**config.mk**
```make
export PLATFORM = sky130hd
export DESIGN_NAME = inst_fetch_ctrl_flat
export DESIGN_NICKNAME = d
export VERILOG_FILES = /design/src/rtl/inst_fetch_ctrl_if.sv /design/src/rtl/inst_fetch_ctrl.sv /design/src/flat_wrapper.sv
export SDC_FILE = /design/constraint.sdc
export NUM_CORES = 1
export LEC_CHECK = 0
export BUFFER_PORTS_ARGS = -buffer_cell sky130_fd_sc_hd__buf_2
export CAP_MARGIN = 20
export CORE_ASPECT_RATIO = 0.9
export CORE_MARGIN = 1.5
export CORE_UTILIZATION = 60
export CTS_CLUSTER_SIZE = 10
export DETAILED_ROUTE_END_ITERATION = 7
export PLACE_DENSITY_LB_ADDON = 0.08
export SETUP_SLACK_MARGIN = 0.2
export SKIP_LAST_GASP = 1
export SLEW_MARGIN = 20
export SYNTH_ARGS = -nofsm -noshare
export SYNTH_HDL_FRONTEND = slang
export SYNTH_SLANG_ARGS = --single-unit
```
**constraint.sdc**
```tcl
create_clock -name clk -period 3.2 [get_ports clk]
set_input_delay 0.16 -clock clk [delete_from_list [all_inputs] [get_ports clk]]
set_output_delay 0.16 -clock clk [all_outputs]
set_load 0.02 [all_outputs]
```
**src/rtl/inst_fetch_ctrl_if.sv**
```systemverilog
// Fetch-side bus bundle: ROM access port, redirect/halt controls and the decode handshake.
// The master modport is the fetch controller; the slave modport is its environment.
interface inst_fetch_ctrl_if;
  logic        rom_ce;
  logic [31:0] rom_addr;
  logic [31:0] rom_inst;
  logic        redirect;
  logic [31:0] redirect_pc;
  logic        halt;
  logic        out_valid;
  logic        out_ready;
  logic [31:0] out_pc;
  logic [31:0] out_inst;
  logic        out_adel;

  modport master (
    output rom_ce, rom_addr, out_valid, out_pc, out_inst, out_adel,
    input  rom_inst, redirect, redirect_pc, halt, out_ready
  );

  modport slave (
    input  rom_ce, rom_addr, out_valid, out_pc, out_inst, out_adel,
    output rom_inst, redirect, redirect_pc, halt, out_ready
  );
endinterface

```
**src/rtl/inst_fetch_ctrl.sv**
```systemverilog
// Fetch sequencer: owns the PC, drives the combinational instruction ROM and buffers
// {pc, inst, adel} entries in a prefetch FIFO drained by decode via valid/ready.
module inst_fetch_ctrl #(
  parameter logic [31:0] RESET_PC = 32'hBFC0_0000,
  parameter int unsigned DEPTH    = 4
) (
  input logic                 clk,
  input logic                 rst_n,
  inst_fetch_ctrl_if.master   bus
);

  localparam int unsigned PtrW    = $clog2(DEPTH);
  localparam logic [PtrW:0] FullCnt = (PtrW + 1)'(DEPTH);

  typedef enum logic [1:0] {StBoot, StFetch, StStopped} state_e;

  state_e state_q, state_d;

  logic [31:0]   pc_q, pc_d;
  logic [PtrW:0] count_q, count_d;
  logic [PtrW-1:0] wr_ptr_q, wr_ptr_d;
  logic [PtrW-1:0] rd_ptr_q, rd_ptr_d;

  logic [31:0] fifo_pc   [DEPTH];
  logic [31:0] fifo_inst [DEPTH];
  logic        fifo_adel [DEPTH];

  logic        out_valid;
  logic        pop;
  logic        push;
  logic        space;
  logic        aligned;
  logic [31:0] push_inst;

  // Handshake, space and fetch qualification; redirect masks both push and pop.
  always_comb begin
    out_valid = (count_q != '0) && !bus.redirect;
    pop       = out_valid && bus.out_ready;
    // A full FIFO still accepts a push when the head leaves in the same cycle.
    space     = (count_q != FullCnt) || pop;
    aligned   = (pc_q[1:0] == 2'b00);
    push      = !bus.redirect && (state_q == StFetch) && !bus.halt && space;
    push_inst = aligned ? bus.rom_inst : 32'h0;
  end

  // Next-state for FSM, PC, occupancy and pointers.
  always_comb begin
    state_d  = state_q;
    pc_d     = pc_q;
    count_d  = count_q;
    wr_ptr_d = wr_ptr_q;
    rd_ptr_d = rd_ptr_q;

    if (bus.redirect) begin
      state_d  = StFetch;
      pc_d     = bus.redirect_pc;
      count_d  = '0;
      wr_ptr_d = '0;
      rd_ptr_d = '0;
    end else begin
      unique case (state_q)
        StBoot:    state_d = StFetch;
        StFetch: begin
          // A misaligned fetch leaves a single fault entry and parks the sequencer.
          if (push && !aligned) state_d = StStopped;
        end
        StStopped: state_d = StStopped;
        default:   state_d = StBoot;
      endcase

      if (push && aligned) pc_d = pc_q + 32'd4;
      if (push) wr_ptr_d = wr_ptr_q + 1'b1;
      if (pop)  rd_ptr_d = rd_ptr_q + 1'b1;

      unique case ({push, pop})
        2'b10:   count_d = count_q + 1'b1;
        2'b01:   count_d = count_q - 1'b1;
        default: count_d = count_q;
      endcase
    end
  end

  // Control state registers.
  always_ff @(posedge clk or negedge rst_n) begin
    if (!rst_n) begin
      state_q  <= StBoot;
      pc_q     <= RESET_PC;
      count_q  <= '0;
      wr_ptr_q <= '0;
      rd_ptr_q <= '0;
    end else begin
      state_q  <= state_d;
      pc_q     <= pc_d;
      count_q  <= count_d;
      wr_ptr_q <= wr_ptr_d;
      rd_ptr_q <= rd_ptr_d;
    end
  end

  // FIFO storage; cleared on reset so the head outputs read zero out of reset.
  always_ff @(posedge clk or negedge rst_n) begin
    if (!rst_n) begin
      for (int i = 0; i < DEPTH; i++) begin
        fifo_pc[i]   <= '0;
        fifo_inst[i] <= '0;
        fifo_adel[i] <= 1'b0;
      end
    end else if (push) begin
      fifo_pc[wr_ptr_q]   <= pc_q;
      fifo_inst[wr_ptr_q] <= push_inst;
      fifo_adel[wr_ptr_q] <= !aligned;
    end
  end

  // ROM is only enabled for aligned fetches; address always tracks the PC.
  assign bus.rom_ce    = push && aligned;
  assign bus.rom_addr  = pc_q;
  assign bus.out_valid = out_valid;
  assign bus.out_pc    = fifo_pc[rd_ptr_q];
  assign bus.out_inst  = fifo_inst[rd_ptr_q];
  assign bus.out_adel  = fifo_adel[rd_ptr_q];

endmodule

```
**src/flat_wrapper.sv**
```systemverilog
// flat-port wrapper written by rule: the top's interface ports become plain ports
module inst_fetch_ctrl_flat 
#(
  parameter logic [31:0] RESET_PC = 32'hBFC0_0000,
  parameter int unsigned DEPTH    = 4
)
  (clk, rst_n, bus_rom_ce, bus_rom_addr, bus_out_valid, bus_out_pc, bus_out_inst, bus_out_adel, bus_rom_inst, bus_redirect, bus_redirect_pc, bus_halt, bus_out_ready);
  inst_fetch_ctrl_if bus_i ();
  input logic clk;
  input logic rst_n;
  output wire logic [$bits(bus_i.rom_ce)-1:0] bus_rom_ce;
  output wire logic [$bits(bus_i.rom_addr)-1:0] bus_rom_addr;
  output wire logic [$bits(bus_i.out_valid)-1:0] bus_out_valid;
  output wire logic [$bits(bus_i.out_pc)-1:0] bus_out_pc;
  output wire logic [$bits(bus_i.out_inst)-1:0] bus_out_inst;
  output wire logic [$bits(bus_i.out_adel)-1:0] bus_out_adel;
  input wire logic [$bits(bus_i.rom_inst)-1:0] bus_rom_inst;
  input wire logic [$bits(bus_i.redirect)-1:0] bus_redirect;
  input wire logic [$bits(bus_i.redirect_pc)-1:0] bus_redirect_pc;
  input wire logic [$bits(bus_i.halt)-1:0] bus_halt;
  input wire logic [$bits(bus_i.out_ready)-1:0] bus_out_ready;
  assign bus_rom_ce = bus_i.rom_ce;
  assign bus_rom_addr = bus_i.rom_addr;
  assign bus_out_valid = bus_i.out_valid;
  assign bus_out_pc = bus_i.out_pc;
  assign bus_out_inst = bus_i.out_inst;
  assign bus_out_adel = bus_i.out_adel;
  assign bus_i.rom_inst = bus_rom_inst;
  assign bus_i.redirect = bus_redirect;
  assign bus_i.redirect_pc = bus_redirect_pc;
  assign bus_i.halt = bus_halt;
  assign bus_i.out_ready = bus_out_ready;
  inst_fetch_ctrl #(.RESET_PC(RESET_PC), .DEPTH(DEPTH)) u_core (.clk(clk), .rst_n(rst_n), .bus(bus_i));
endmodule
```
* Word-level counts from Yosys, hierarchy flattened
Cells that the tools add are included.
** Word-level totals
- Register bits :: 301
- Bits of input ports :: 69
- Output and inout bits :: 99
- Word-level logic and storage cells :: 80
** Operators by class
- $add $sub $neg :: 5
- $lt $le $gt $ge :: 3
- Equal/unequal tests :: 6
- Multiplexer cells :: 28
- Bitwise gates (word level) :: 2
- Reduce and logical (&&, ||, !) cells :: 19
** Operators by type and width (number)
- 128-bit bitwise mux :: 2
- 32-bit two-way mux :: 8
- 32-bit binary-select mux with 2-bit select :: 2
- 32-bit demux with 2-bit select :: 1
- 32-bit by 3-bit adder with 32-bit output, second input constant :: 1
- 2-bit two-way mux :: 6
- 1-bit logical AND :: 8
- 3-bit >= comparator, second input constant :: 2
- 3-bit inequality test, second input constant :: 2
- 2-bit inverter with 3-bit output :: 2
- 2-bit case mux with 3 select lines :: 1
- 3-bit case mux with 2 select lines :: 1
- 2-bit nonzero test :: 3
- 3-bit nonzero test :: 2
- 2-bit by 1-bit adder with 2-bit output, second input constant :: 2
- 4-bit bitwise mux :: 1
- 2-bit by 1-bit == test with 1-bit output, second input constant :: 2
- 2-bit == test, second input constant :: 2
- 2-bit zero test :: 2
- 3-bit by 1-bit adder with 3-bit output, second input constant :: 1
- 1-bit zero test :: 3
- 3-bit by 1-bit less-than comparator with 1-bit output, second input constant :: 1
- 1-bit two-way mux :: 3
- 3-bit two-way mux :: 1
- 4 further kinds :: 4

* Logic depth before layout (Yosys ltp)
- Word-level depth :: 9
- Gate-level depth with buffers :: 10
- Gate-level depth less buffers :: 9

* Least setup slack after synthesis
No wires, ideal clock.
- Kind :: register to register
- From :: reg u_core.state_q[1]
- To :: reg u_core.count_q[2]
- Library setup time :: 78 ps
- Arrival time :: 2129 ps
- Required time :: 3122 ps
- Setup slack :: 993 ps
- Stages on the path, launching flop included :: 11
- Buffers on the path :: 1
- Clock period less this slack :: 2207 ps
- Path through :: dfrtp_1 inv_1 ha_1 nor2b_1 clkbuf_1 nor3_1 fa_1 nor3_1 a22oi_1 or2_2 a21oi_1
** On the way
- Word-level cells in the longest chain between the ends :: 7
- Elaborated cells between the ends (all ways) :: 9
- Those cells by class :: eq/ne (3); mux (2); reduce/logical (4)
** Ends and longest elaborated chain
- start, declared :: line inst_fetch_ctrl.sv:17 : state_e state_q, state_d;
- start signal, assigned :: line inst_fetch_ctrl.sv:86 : state_q <= StBoot;
- start signal, assigned :: line inst_fetch_ctrl.sv:92 : state_q <= state_d;
- 2-bit by 1-bit == test with 1-bit output * :: line inst_fetch_ctrl.sv:42 : push = !bus.redirect && (state_q == StFetch) && !bus.halt && space;
- 1-bit logical AND * (3 in series) :: line inst_fetch_ctrl.sv:42
- 2-bit by 1-bit == test with 1-bit output / 2-bit == test (equally long branches) :: line inst_fetch_ctrl.sv:75 : unique case ({push, pop})
- 3-bit case mux with 2 select lines :: line inst_fetch_ctrl.sv:75
- 3-bit two-way mux :: line inst_fetch_ctrl.sv:54 : if (bus.redirect) begin
- end signal, assigned :: line inst_fetch_ctrl.sv:94 : count_q <= count_d;
- end, declared :: line inst_fetch_ctrl.sv:20 : logic [PtrW:0] count_q, count_d;
Every way passes the cells marked *; elsewhere a longest branch is shown, timed or not.
A chain may end at the register's enable or synchronous reset.

* Final worst setup path
- From :: reg u_core.state_q[1]
- To :: reg u_core.fifo_inst[1] (netlist name)
** On the way
- Word-level cells in the longest chain between the ends :: 4
** Ends and longest elaborated chain
- 2-bit by 1-bit == test with 1-bit output :: line inst_fetch_ctrl.sv:42
- 1-bit logical AND (3 in series) :: line inst_fetch_ctrl.sv:42
- end signal, assigned by index :: line inst_fetch_ctrl.sv:110 : fifo_inst[wr_ptr_q] <= push_inst;
- end, declared :: line inst_fetch_ctrl.sv:25 : logic [31:0] fifo_inst [DEPTH];
No other way between the ends.

==> flow_summary_export.csv <==
group,metric,value,unit
cts,clk_path_buf_depth,3,
floorplanning,io_pins,168,
global_routing,antenna_found_initial,0,
timing,fin_skew,0.0105,ns
global_routing,track_usage,26.1,%
synth,synth-seq-area-share,51.2,%
critical_path,worstSetupPathType,"reg -> reg",
synth,synth_enable_flop_cells,0,
floorplanning,rows,54,
synth,ys_types,54,
floorplanning,core,24200,um^2
synth,async_flop_share,100,%
cts,clkTransAtPathRegs,0.05,ns
synth,synth_area,14700,um^2
place,place_area,15800,um^2
power_and_ir_drop,leakage,7.91,nW
floorplanning,die_h,152,um
place,finalWeightedCongestion,0.824,
timing,setup_ws,0.530,ns
layout,final_common_cell,"dfrtp_1",
cts,cts_max_level,2,
layout,diodes,0,
drt,wire_per_inst,21.9,um
synth,ys_ff_latch,301,
timing,hold_viol,0,
critical_path,worstPathArrival,3.05,ns
cts,cts_resized,0,
drt,drc_errors,0,
timing,clock.fmax,375,MHz
layout,fin_nets,1212,
synth,yosys-top-cells-area,"dfrtp_1 50%, mux2_4 20%, mux4_2 9.9%",
critical_path,cp-start-kind,"flip-flop",
synth,synth_area_leader_cell,"dfrtp_1",
place,io_buffers,167,
cts,worstSkewPairLatency,0.51,ns
critical_path,critPathMaxFanout,26,
timing,rsz0062_at_grt,"false",
synth,syn-num-nets,1018,
power_and_ir_drop,ir_drop,0.423,mV
layout,stdcell_area,17100,um^2
timing,maxSlewViolCount,0,
critical_path,cp_slowest_stage_delay,0.51,ns
cts,cts_tree,"built",
drt,first_pass_iters,7,
timing,finalSetupTns,0,ns
timing,post-route-min-period,2.67,ns
job,maxCapViolCount,0,
critical_path,crit_required,3.58,ns
timing,finalCritPeriodShare,83.4,%
synth,synth_ff_type,"dfrtp_1",
timing,tightest_slew,0.738,ns
layout,layout_common_cells,"290 x dfrtp_1, 200 x mux2_4, 166 x buf_2, 65 x mux4_2, 64 x mux2_2",
cts,cts_buffers,36,
power_and_ir_drop,p_total,14.6,mW
layout,drive_above_1_share,50.5,%
power_and_ir_drop,power_per_cell_area,856,nW/um^2
floorplanning,initial_core_util,60.9,%
drt,drt_iter0_markers,477,
global_routing,globalRouteOverflowTotal,0,
floorplanning,fp.dieW,168,um
critical_path,cp_cell_sequence,"inv_1 -> ha_1 -> nor2b_1 -> nand2_4 -> nor2_2 -> and2_4 -> buf_4 -> mux2_2",
critical_path,end_kind,"flip-flop",
global_routing,grt_pass1_vias,9150,
timing,setup_viol,0,
critical_path,cp_slowest_cell,"buf_4",
run_status,status,"finished clean",
drt,drt.antenna.violating_nets,0,
synth,ys_warn_count,0,
place,hpwlAfterDp,19500,um
timing,maxSlewHeadroom,50.8,%
layout,synthToLayoutAreaGrowth,16.2,%
cts,clock-sinks,301,
drt,via_per_inst,5.88,
cts,cts_setup_buffers,0,
cts,cts_root_buffer,"clkbuf_16",
drt,vias,8585,
floorplanning,design.die.area,25500,um^2
synth,yosys.area.top_type_share,49.6,%
min_path,hold_path.class,"in -> reg",
global_routing,grt_max_degree,77,
synth,synthCells,941,
drt,wirelength,32000,um
place,pre_cts_slack,0.523,ns
synth,synth_area_per_cell,15.6,um^2
global_routing,grt_pass1_wl,51600,um
-- metrics by stage --
step / utilization (%) / hold slack [ns] / instances
floorplan: - / -0.136 / 941
global placement: 65.1 / 0.164 / 1372
detailed placement: 65.1 / 0.165 / 1372
CTS: 70.7 / 0.0659 / 1461
global route: 70.7 / 0.0944 / 1461
finish: 70.7 / 0.0818 / 1461
-- cells in the mapped netlist (5+ instances only) --
master	n
dfstp_2	9
mux4_2	65
mux2_4	200
nand4_1	9
nand3_1	13
buf_6	24
dfrtp_1	292
clkbuf_1	21
ha_1	7
nor3_1	13
nor2_1	18
nor4_1	5
buf_2	15
and2_1	34
xor2_1	8
inv_1	8
xnor2_1	19
o21ai_0	22
nand2_1	36
mux2_2	64
-- report_power, final --
group | switching (mW) | leakage (nW) | internal (mW) | total, mW
combinational | 2.19 | 3.45 | 2.94 | 5.13
clock | 1.48 | 0.488 | 2.12 | 3.60
sequential | 0.875 | 3.97 | 5.03 | 5.91
-- layer usage --
layer / track usage, % / vias up / wire length (um)
li1: - / 3803 / -
met3: 4.36 / 38 / 1590
met2: 41.6 / 240 / 15200
met4: 5.98 / 0 / 396
met1: 38.0 / 4504 / 14800
met5: 0 / - / 0
-- repair_timing --
item / in CTS / in global routing
hold buffers: 33 / 0
endpoints found under the hold margin: 92 / 0
endpoints found under the setup margin: 0 / 0
-- state kept, by name, indices dropped and copies added, names as in the netlist --
signal               count
u_core.wr_ptr_q          2
u_core.fifo_adel         4
u_core.rd_ptr_q          2
u_core.fifo_inst       128
u_core.state_q           2
u_core.bus.rom_addr     32
u_core.fifo_pc         128
u_core.count_q           3
-- worst max-delay path: cells and delay by family, from the launching register on --
family	cells	cell delay, ns
mux	1	0.39
fa+ha+maj	1	0.17
flops	1	0.38
simple gates	4	1.02
buf+inv	2	0.58
-- kinds of logic after synthesis --
logic type	Yosys count	synth area share, %
multiplexers	332	35.4
flip-flops	301	51.2
AND/OR/NAND/NOR	156	5.98
buffers and inverters	73	3.21
AO/OA/AOI/OAI	44	1.78
XOR/XNOR	27	1.61
adder cells (fa/ha/maj)	8	0.731
-- final timing paths --
kind / slack [ns] / to / cells past startpoint / from
worst min register to register: 0.50 / u_core.fifo_inst[7] / 1 / u_core.fifo_inst[7]
worst max register to register: 0.53 / u_core.fifo_inst[1] / 8 / u_core.state_q[1]
worst min-delay path: 0.08 / u_core.fifo_inst[99] / 3 / bus_rom_inst[3]
worst max-delay path: 0.53 / u_core.fifo_inst[1] / 8 / u_core.state_q[1]
max in group asynchronous: 2.12 / u_core.fifo_pc[52] / 3 / rst_n
min in group asynchronous: 0.21 / u_core.fifo_inst[123] / 2 / rst_n
-- layout make-up --
cell class | count | area (um^2)
flip-flops and latches | 301 | 7550
fillers | 1622 | 7090
multi-input cells | 567 | 6710
repair buffers | 220 | 1410
clock buffers | 53 | 986
well taps | 308 | 385
inverters | 9 | 33.8
clock inverters | 3 | 26.3
Note: power is estimated with default switching activity, not from simulation.
